===== src/rtl/game_sequencer.sv =====
// game_sequencer: frogger-style game flow FSM (lives, level, freeze timing, car speed).
// Optional LEVEL_SPEEDUP_EN shortens the car step period as the level rises.
module game_sequencer #(
  parameter int LIVES_INIT  = 3,
  parameter int MAX_LEVEL   = 9,
  parameter int HIT_CYCLES  = 25000000,
  parameter int WIN_CYCLES  = 25000000,
  parameter int BASE_PERIOD = 12500000,
  parameter int PERIOD_STEP = 1000000,
  parameter int MIN_PERIOD  = 2500000
) (
  input  logic        clk,
  input  logic        rst,
  input  logic        start,
  input  logic        collision_detected,
  input  logic        frog_at_top,
  output logic        reset_frog,
  output logic        freeze,
  output logic        game_over,
  output logic [1:0]  lives,
  output logic [3:0]  level,
  output logic [23:0] car_period,
  output logic [2:0]  state
);
  typedef enum logic [2:0] {IDLE = 3'd0, PLAY = 3'd1, HIT = 3'd2, LEVEL_UP = 3'd3, GAME_OVER = 3'd4} state_t;
  localparam int CMAX = (HIT_CYCLES > WIN_CYCLES) ? HIT_CYCLES : WIN_CYCLES;
  localparam int CW = ($clog2(CMAX) > 0) ? $clog2(CMAX) : 1;
  state_t cur, nxt;
  logic [1:0] lives_n;
  logic [3:0] level_n;
  logic [CW-1:0] cnt, cnt_n;
  logic start_prev;
  logic start_edge;
  assign start_edge = start & ~start_prev;
  always_ff @(posedge clk) begin
    if (rst) begin
      cur <= IDLE;
      lives <= 2'(LIVES_INIT);
      level <= 4'd1;
      cnt <= '0;
      start_prev <= 1'b1;
    end else begin
      cur <= nxt;
      lives <= lives_n;
      level <= level_n;
      cnt <= cnt_n;
      start_prev <= start;
    end
  end
  always_comb begin
    nxt = cur;
    lives_n = lives;
    level_n = level;
    cnt_n = cnt;
    if (cur == IDLE || cur == GAME_OVER) begin
      if (start_edge) begin
        nxt = PLAY;
        lives_n = 2'(LIVES_INIT);
        level_n = 4'd1;
      end
    end else if (cur == PLAY) begin
      if (collision_detected) begin
        cnt_n = '0;
        lives_n = (lives > 2'd1) ? lives - 2'd1 : 2'd0;
        nxt = (lives > 2'd1) ? HIT : GAME_OVER;
      end else if (frog_at_top) begin
        cnt_n = '0;
        level_n = (level >= 4'(MAX_LEVEL)) ? level : level + 4'd1;
        nxt = LEVEL_UP;
      end
    end else if (cur == HIT || cur == LEVEL_UP) begin
      if (cnt == ((cur == HIT) ? CW'(HIT_CYCLES - 1) : CW'(WIN_CYCLES - 1))) begin
        cnt_n = '0;
        nxt = PLAY;
      end else begin
        cnt_n = cnt + 1'b1;
      end
    end else begin
      nxt = IDLE;
    end
  end
  assign state = cur;
  assign reset_frog = (cur != PLAY);
  assign freeze = (cur != PLAY);
  assign game_over = (cur == GAME_OVER);
`ifdef LEVEL_SPEEDUP_EN
  logic [31:0] dec;
  assign dec = 32'(level - 4'd1) * 32'(PERIOD_STEP);
  assign car_period = (32'(BASE_PERIOD) >= 32'(MIN_PERIOD) + dec) ? 24'(32'(BASE_PERIOD) - dec) : 24'(MIN_PERIOD);
`else
  assign car_period = 24'(BASE_PERIOD);
`endif
endmodule


===== config.mk =====
export PLATFORM = sky130hd
export DESIGN_NAME = game_sequencer
export DESIGN_NICKNAME = d
export VERILOG_FILES = /design/src/rtl/game_sequencer.sv
export SDC_FILE = /design/constraint.sdc
export NUM_CORES = 1
export LEC_CHECK = 0
export ABC_CLOCK_PERIOD_IN_PS = 2500
export BUFFER_PORTS_ARGS = -buffer_cell sky130_fd_sc_hd__buf_4
export CAP_MARGIN = 20
export CORE_UTILIZATION = 55
export CTS_BUF_LIST = sky130_fd_sc_hd__clkbuf_8
export DETAILED_ROUTE_END_ITERATION = 8
export HOLD_SLACK_MARGIN = 0.05
export PLACE_DENSITY = 0.83
export SKIP_CTS_REPAIR_TIMING = 1
export SLEW_MARGIN = 30
export SYNTH_ARGS = -nofsm -noshare
export SYNTH_HDL_FRONTEND = slang
export SYNTH_SLANG_ARGS = --single-unit

===== constraint.sdc =====
create_clock -name clk -period 2.5 [get_ports clk]
set_clock_uncertainty 0.05 [all_clocks]
set_input_delay 0.125 -clock clk [delete_from_list [all_inputs] [get_ports clk]]
set_output_delay 0.125 -clock clk [all_outputs]
set_load 0.005 [all_outputs]

# Word-level counts from Yosys, hierarchy flattened
# Cells that the tools add are included.
[totals]
inputBits = 5
register_bits = 35
wordCells = 60
out_inout_bits = 36
[classes]
order_cmp = 2
reduce_logical = 11
n_bitwise = 3
add_sub_neg = 3
n_mux = 24
eq_ne = 12
[ops]
columns = ["cell", "count"]
rows = [
  ["$mux 25", 5],
  ["$add 25x1->25 const B", 1],
  ["$eq 25x25->1 const B", 1],
  ["$mux 3", 8],
  ["$mux 4", 6],
  ["$mux 2", 5],
  ["$reduce_and 3->1", 3],
  ["$reduce_bool 2->1", 4],
  ["$eq 3x2->1 const B", 2],
  ["$reduce_and 5->1", 1],
  ["$add 4x1->4 const B", 1],
  ["$ge 4x4->1 const B", 1],
  ["$ne 2x2->1 const B", 2],
  ["$ne 4x3->1 const B", 1],
  ["$ne 4x4->1 const B", 1],
  ["$eq 3x1->1 const B", 1],
  ["$eq 3x3->1 const B", 1],
  ["$logic_not 3->1", 1],
  ["$ne 3x1->1 const B", 1],
  ["$ne 3x3->1 const B", 1],
  ["$gt 2x1->1 const B", 1],
  ["$logic_or 1x1->1", 2],
  ["$ne 2x1->1 const B", 1],
  ["$not 1->1", 2],
  ["other kinds (2)", 2],
]

# Logic depth before layout (Yosys ltp)
[logic_depth]
word_depth = 6
mapped_depth = 7
ltp_nobuf = 7

# Least setup slack after synthesis
# Ideal clock, no wire load.
[synth_path]
kind = "reg-to-reg"
start = "reg level[1]"
end = "reg level[2]"
slack_ns = 0.448
required_time_ns = 2.297
period_less_slack_ns = 2.052
n_path_buf = 0
arrival_ns = 1.849
setup_time_ns = 0.153
path_stages_with_launch = 8
path_cell_list = "dfxtp_1 inv_1 ha_1 or3b_2 a2111oi_2 o21ai_1 xor2_1 nor3_1"
[synth_between]
elab_chain_len = 6
word_cells_on_any_way = 9
classes_between = "1 x add/sub; 1 x order compare; 1 x eq/ne; 5 x mux; 1 x reduce/logical"
[synth_rtl]
columns = ["element", "line", "source"]
rows = [
  ["start, declared", "21", "output logic [3:0] level,"],
  ["start signal, assigned", "45", "level <= level_n;"],
  ["$add 4x1->4", "68", "level_n = (level >= 4'(MAX_LEVEL)) ? level : level + 4'd1;"],
  ["$mux 4", "68", ""],
  ["$mux 4", "66", "end else if (frog_at_top) begin"],
  ["$mux 4", "62", "if (collision_detected) begin"],
  ["$mux 4", "61", "end else if (cur == PLAY) begin"],
  ["$mux 4", "55", "if (cur == IDLE || cur == GAME_OVER) begin"],
]
# Several ways; a longest one is shown, not always the timed one. The select of a mux whose other input is x is not followed.
# A chain may end at the register's enable or synchronous reset.

# Final worst setup path
# Ends and elaborated chain as after synthesis.

==> flow_summary.ini <==
[critical_path]
critPathMaxFanout = 4
worstPathBufferInverterCount = 1
critical_path.cell_chain = inv_1 > ha_1 > or3b_2 > a2111oi_2 > o21ai_1 > xor2_1 > nor3_1
cp_slowest_cell = sky130_fd_sc_hd__a2111oi_2
cp_top_family = compound AO/OA/AOI/OAI gates
cp_data_required_time_ns = 2.66
crit_type = reg -> reg
crit_path_max_incr_delay_ns = 0.54
cp_data_arrival_time_ns = 2.39
startpoint_type = register
cp-end-kind = register

[global_route]
global_route_total_overflow = 0
grt_pass1_vias = 1332
grt_pass1_wl_um = 6099
global_route.usage.total = 0.2206
grt_start_max_net_pins = 15
grt_antenna_before_repair = 0

[clock_tree]
clock_tree.root_cell = sky130_fd_sc_hd__clkbuf_8
cts.sinks = 35
clkLatencyLatePin_ns = 0.29
cts.reportedPaths.clkPinSlew_ns = 0.07
ctsHtreeMaxLevel = 2
clock_tree_from_tritoncts = done
clockBufferDepth = 2
tritoncts.num_buffers = 5

[routing]
drtAntennaViolNets = 0
via_total_after_detailed_routing = 1633
wl_met1_um = 1791
routed.top_layer = met4
detail_route.drc_violations = 0
totalWireLength_um = 3868
dr_wl_met3_um = 189
wl_met2_um = 1835
wl_per_cell_um = 12.68
detail_route.vias_per_cell = 5.354
drt-pass1-iter-count = 4
drt_iter0_markers = 84

[power]
p_leak_nw = 0.7869
switching_power_w = 0.0002579
sw_frac_of_total = 0.2488
power_frac_seq = 0.550
totalPowerFinal_w = 0.001036
peakVddDrop_uv = 261.4
clockPowerShare = 0.381
p_int_w = 0.0007786
p_comb_frac = 0.069
power_density_nw_per_um2 = 483.0

[synth]
yosysSeqAreaShare = 0.3574
postSynthAreaPerCell_sq_um = 8.308
synth_edf_count = 0
ys_ff_latch = 35
synth_cell_types = 49
yosysTopAreaCellShare = 0.3574
synthArstFlopShare = 0
synth_largest_area_cell = sky130_fd_sc_hd__dfxtp_1
netlist_instances = 236
mappedNetlistArea_sq_um = 1961
synthTopCellsByArea = sky130_fd_sc_hd__dfxtp_1, sky130_fd_sc_hd__buf_4, sky130_fd_sc_hd__xnor2_1
yosys_warnings = 0
postSynth.topFlopCell = sky130_fd_sc_hd__dfxtp_1

[status]
outcome = complete, no violations

[floorplanning]
design.core.area_sq_um = 3363
design.die.area_sq_um = 3808
floorplan.rows = 21
initial_core_util = 0.5830
die_width_um = 61.71
ios = 41
chipHeight_um = 61.71

[timing]
setup_viol = 0
worst-slew-pin-transition_ns = 0.9676
fin_crit_sh = 0.8945
relSlewSlack = 0.3521
finalSetupTns_ns = 0
maxSlewViolCount = 0
final_hold_viol_count = 0
period_needed_ns = 2.236
grt_setup_unrepaired = no
achievable_frequency_ghz = 0.4472

[layout]
seqCellArea_sq_um = 700.7
insertedDiodeCount = 0
area_growth_syn_to_layout_pct = 9.445
nets = 267
post_route_cells_drive_above_1_share = 0.1390
final_core_util = 0.6380
fillerInstances = 318
multi_input_combinational_cell_area_sq_um = 1102

[placed_design]
hpwl_um = 2663
portBuffers = 16
place_congestion = 0.8286

[hold_path]
hold_class = in -> reg

[run]
timing.max_cap.violations = 0
-- routing by layer --
metal  vias to the layer above  track usage
li1                        822            -
met1                       755       0.2811
met2                        50       0.3625
met5                         -            0
met4                         0      0.08889
met3                         6      0.04969
-- tightest hold or removal path: cells and delay by family --
family	cells	cell delay (ns)
AOI/OAI and AO/OA	2	0.20
buffers and inverters	1	0.12
-- path summary, 6_finish.rpt --
check	startpoint	end	slack, ns	cells after the start
min reg2reg	cnt[22]$_SDFFE_PP0P_	cnt[22]$_SDFFE_PP0P_	0.44	2
max	level[1]$_SDFFE_PP0P_	level[2]$_SDFFE_PP0P_	0.26	7
min	collision_detected	state[0]$_SDFFE_PP0P_	0.14	3
max reg2reg	level[1]$_SDFFE_PP0P_	level[2]$_SDFFE_PP0P_	0.26	7
-- cells in the mapped netlist (all sizes together) (2+ instances only) --
library cell  instances
a21oi                10
and3                  4
and4                  2
buf                  28
conb                  2
dfxtp                35
ha                    4
inv                   8
nand2                15
nand3                 9
nand3b                2
nand4                 6
nor2                 32
nor3                  9
nor4                  8
o21a                  3
o21ai                11
o21bai                2
o31a                  2
o31ai                 2
or3                   3
xnor2                15
xor2                  4
-- stage by stage --
step                      instances  worst slack, ns  hold slack (ns)  cell area (sq um)
final                           305           0.2638           0.1424               2146
after floorplan                 258           0.4482           0.1473               2043
after global placement          295           0.3558           0.2784               2044
after detailed placement        295           0.2428           0.2813               2044
after global routing            305          0.08586           0.1384               2146
after CTS                       303           0.2241         -0.02544               2126
-- state kept, by name, summed over array words and instances (netlist names) --
signal and flops:
start_prev 1, state 3, lives 2, level 4, cnt 25
-- kinds of logic (layout without fill, tap and decap cells) --
family	Yosys count	in the layout	synth area share
buffers and inverters	38	39	0.1225
DFF	35	35	0.3574
adders and majority gates	4	4	0.02553
other	2	24	0.003830
xor gates and xnor gates	19	19	0.08488
AOI/OAI and AO/OA	37	37	0.1321
and+or+nand+nor	101	101	0.2738
-- power by group through the flow --
| stage | registers, W | clock network (W) | logic (W) |
|---|---|---|---|
| after floorplan | 0.000581 | 0 | 0.0000713 |
| after global placement | 0.000582 | 0 | 0.0000669 |
| after detailed placement | 0.000583 | 0 | 0.0000681 |
| after CTS | 0.000570 | 0.000404 | 0.0000690 |
| after global routing | 0.000571 | 0.000432 | 0.0000817 |
| final | 0.000570 | 0.000395 | 0.0000715 |
-- area by class of cell --
cell class                      count  share of cell area
Clock inverter                      3            0.005831
Tap cell                           46             0.02682
Sequential cell                    35              0.3265
Clock buffer                        5             0.03207
Multi-Input combinational cell    185              0.5137
Inverter                            9             0.01574
Timing Repair Buffer               22             0.07930
-- placed cells by master, fill, tap and decap left out, types with 3 or more instances in the layout --
cell type,netlist,routed
sky130_fd_sc_hd__a21oi_1,10,10
sky130_fd_sc_hd__nand4_1,6,6
sky130_fd_sc_hd__clkbuf_8,0,5
sky130_fd_sc_hd__xor2_1,4,4
sky130_fd_sc_hd__nor4_1,8,8
sky130_fd_sc_hd__and3_1,4,4
sky130_fd_sc_hd__dfxtp_1,35,35
sky130_fd_sc_hd__conb_1,2,24
sky130_fd_sc_hd__inv_1,8,10
sky130_fd_sc_hd__o21ai_0,9,9
sky130_fd_sc_hd__nand3_1,8,8
sky130_fd_sc_hd__nand2_1,15,15
sky130_fd_sc_hd__xnor2_1,15,15
sky130_fd_sc_hd__nor3_1,9,9
sky130_fd_sc_hd__ha_1,4,4
sky130_fd_sc_hd__nor2_1,32,32
sky130_fd_sc_hd__or3_1,3,3
sky130_fd_sc_hd__buf_4,25,20
Power figures use the tool's default switching activity.
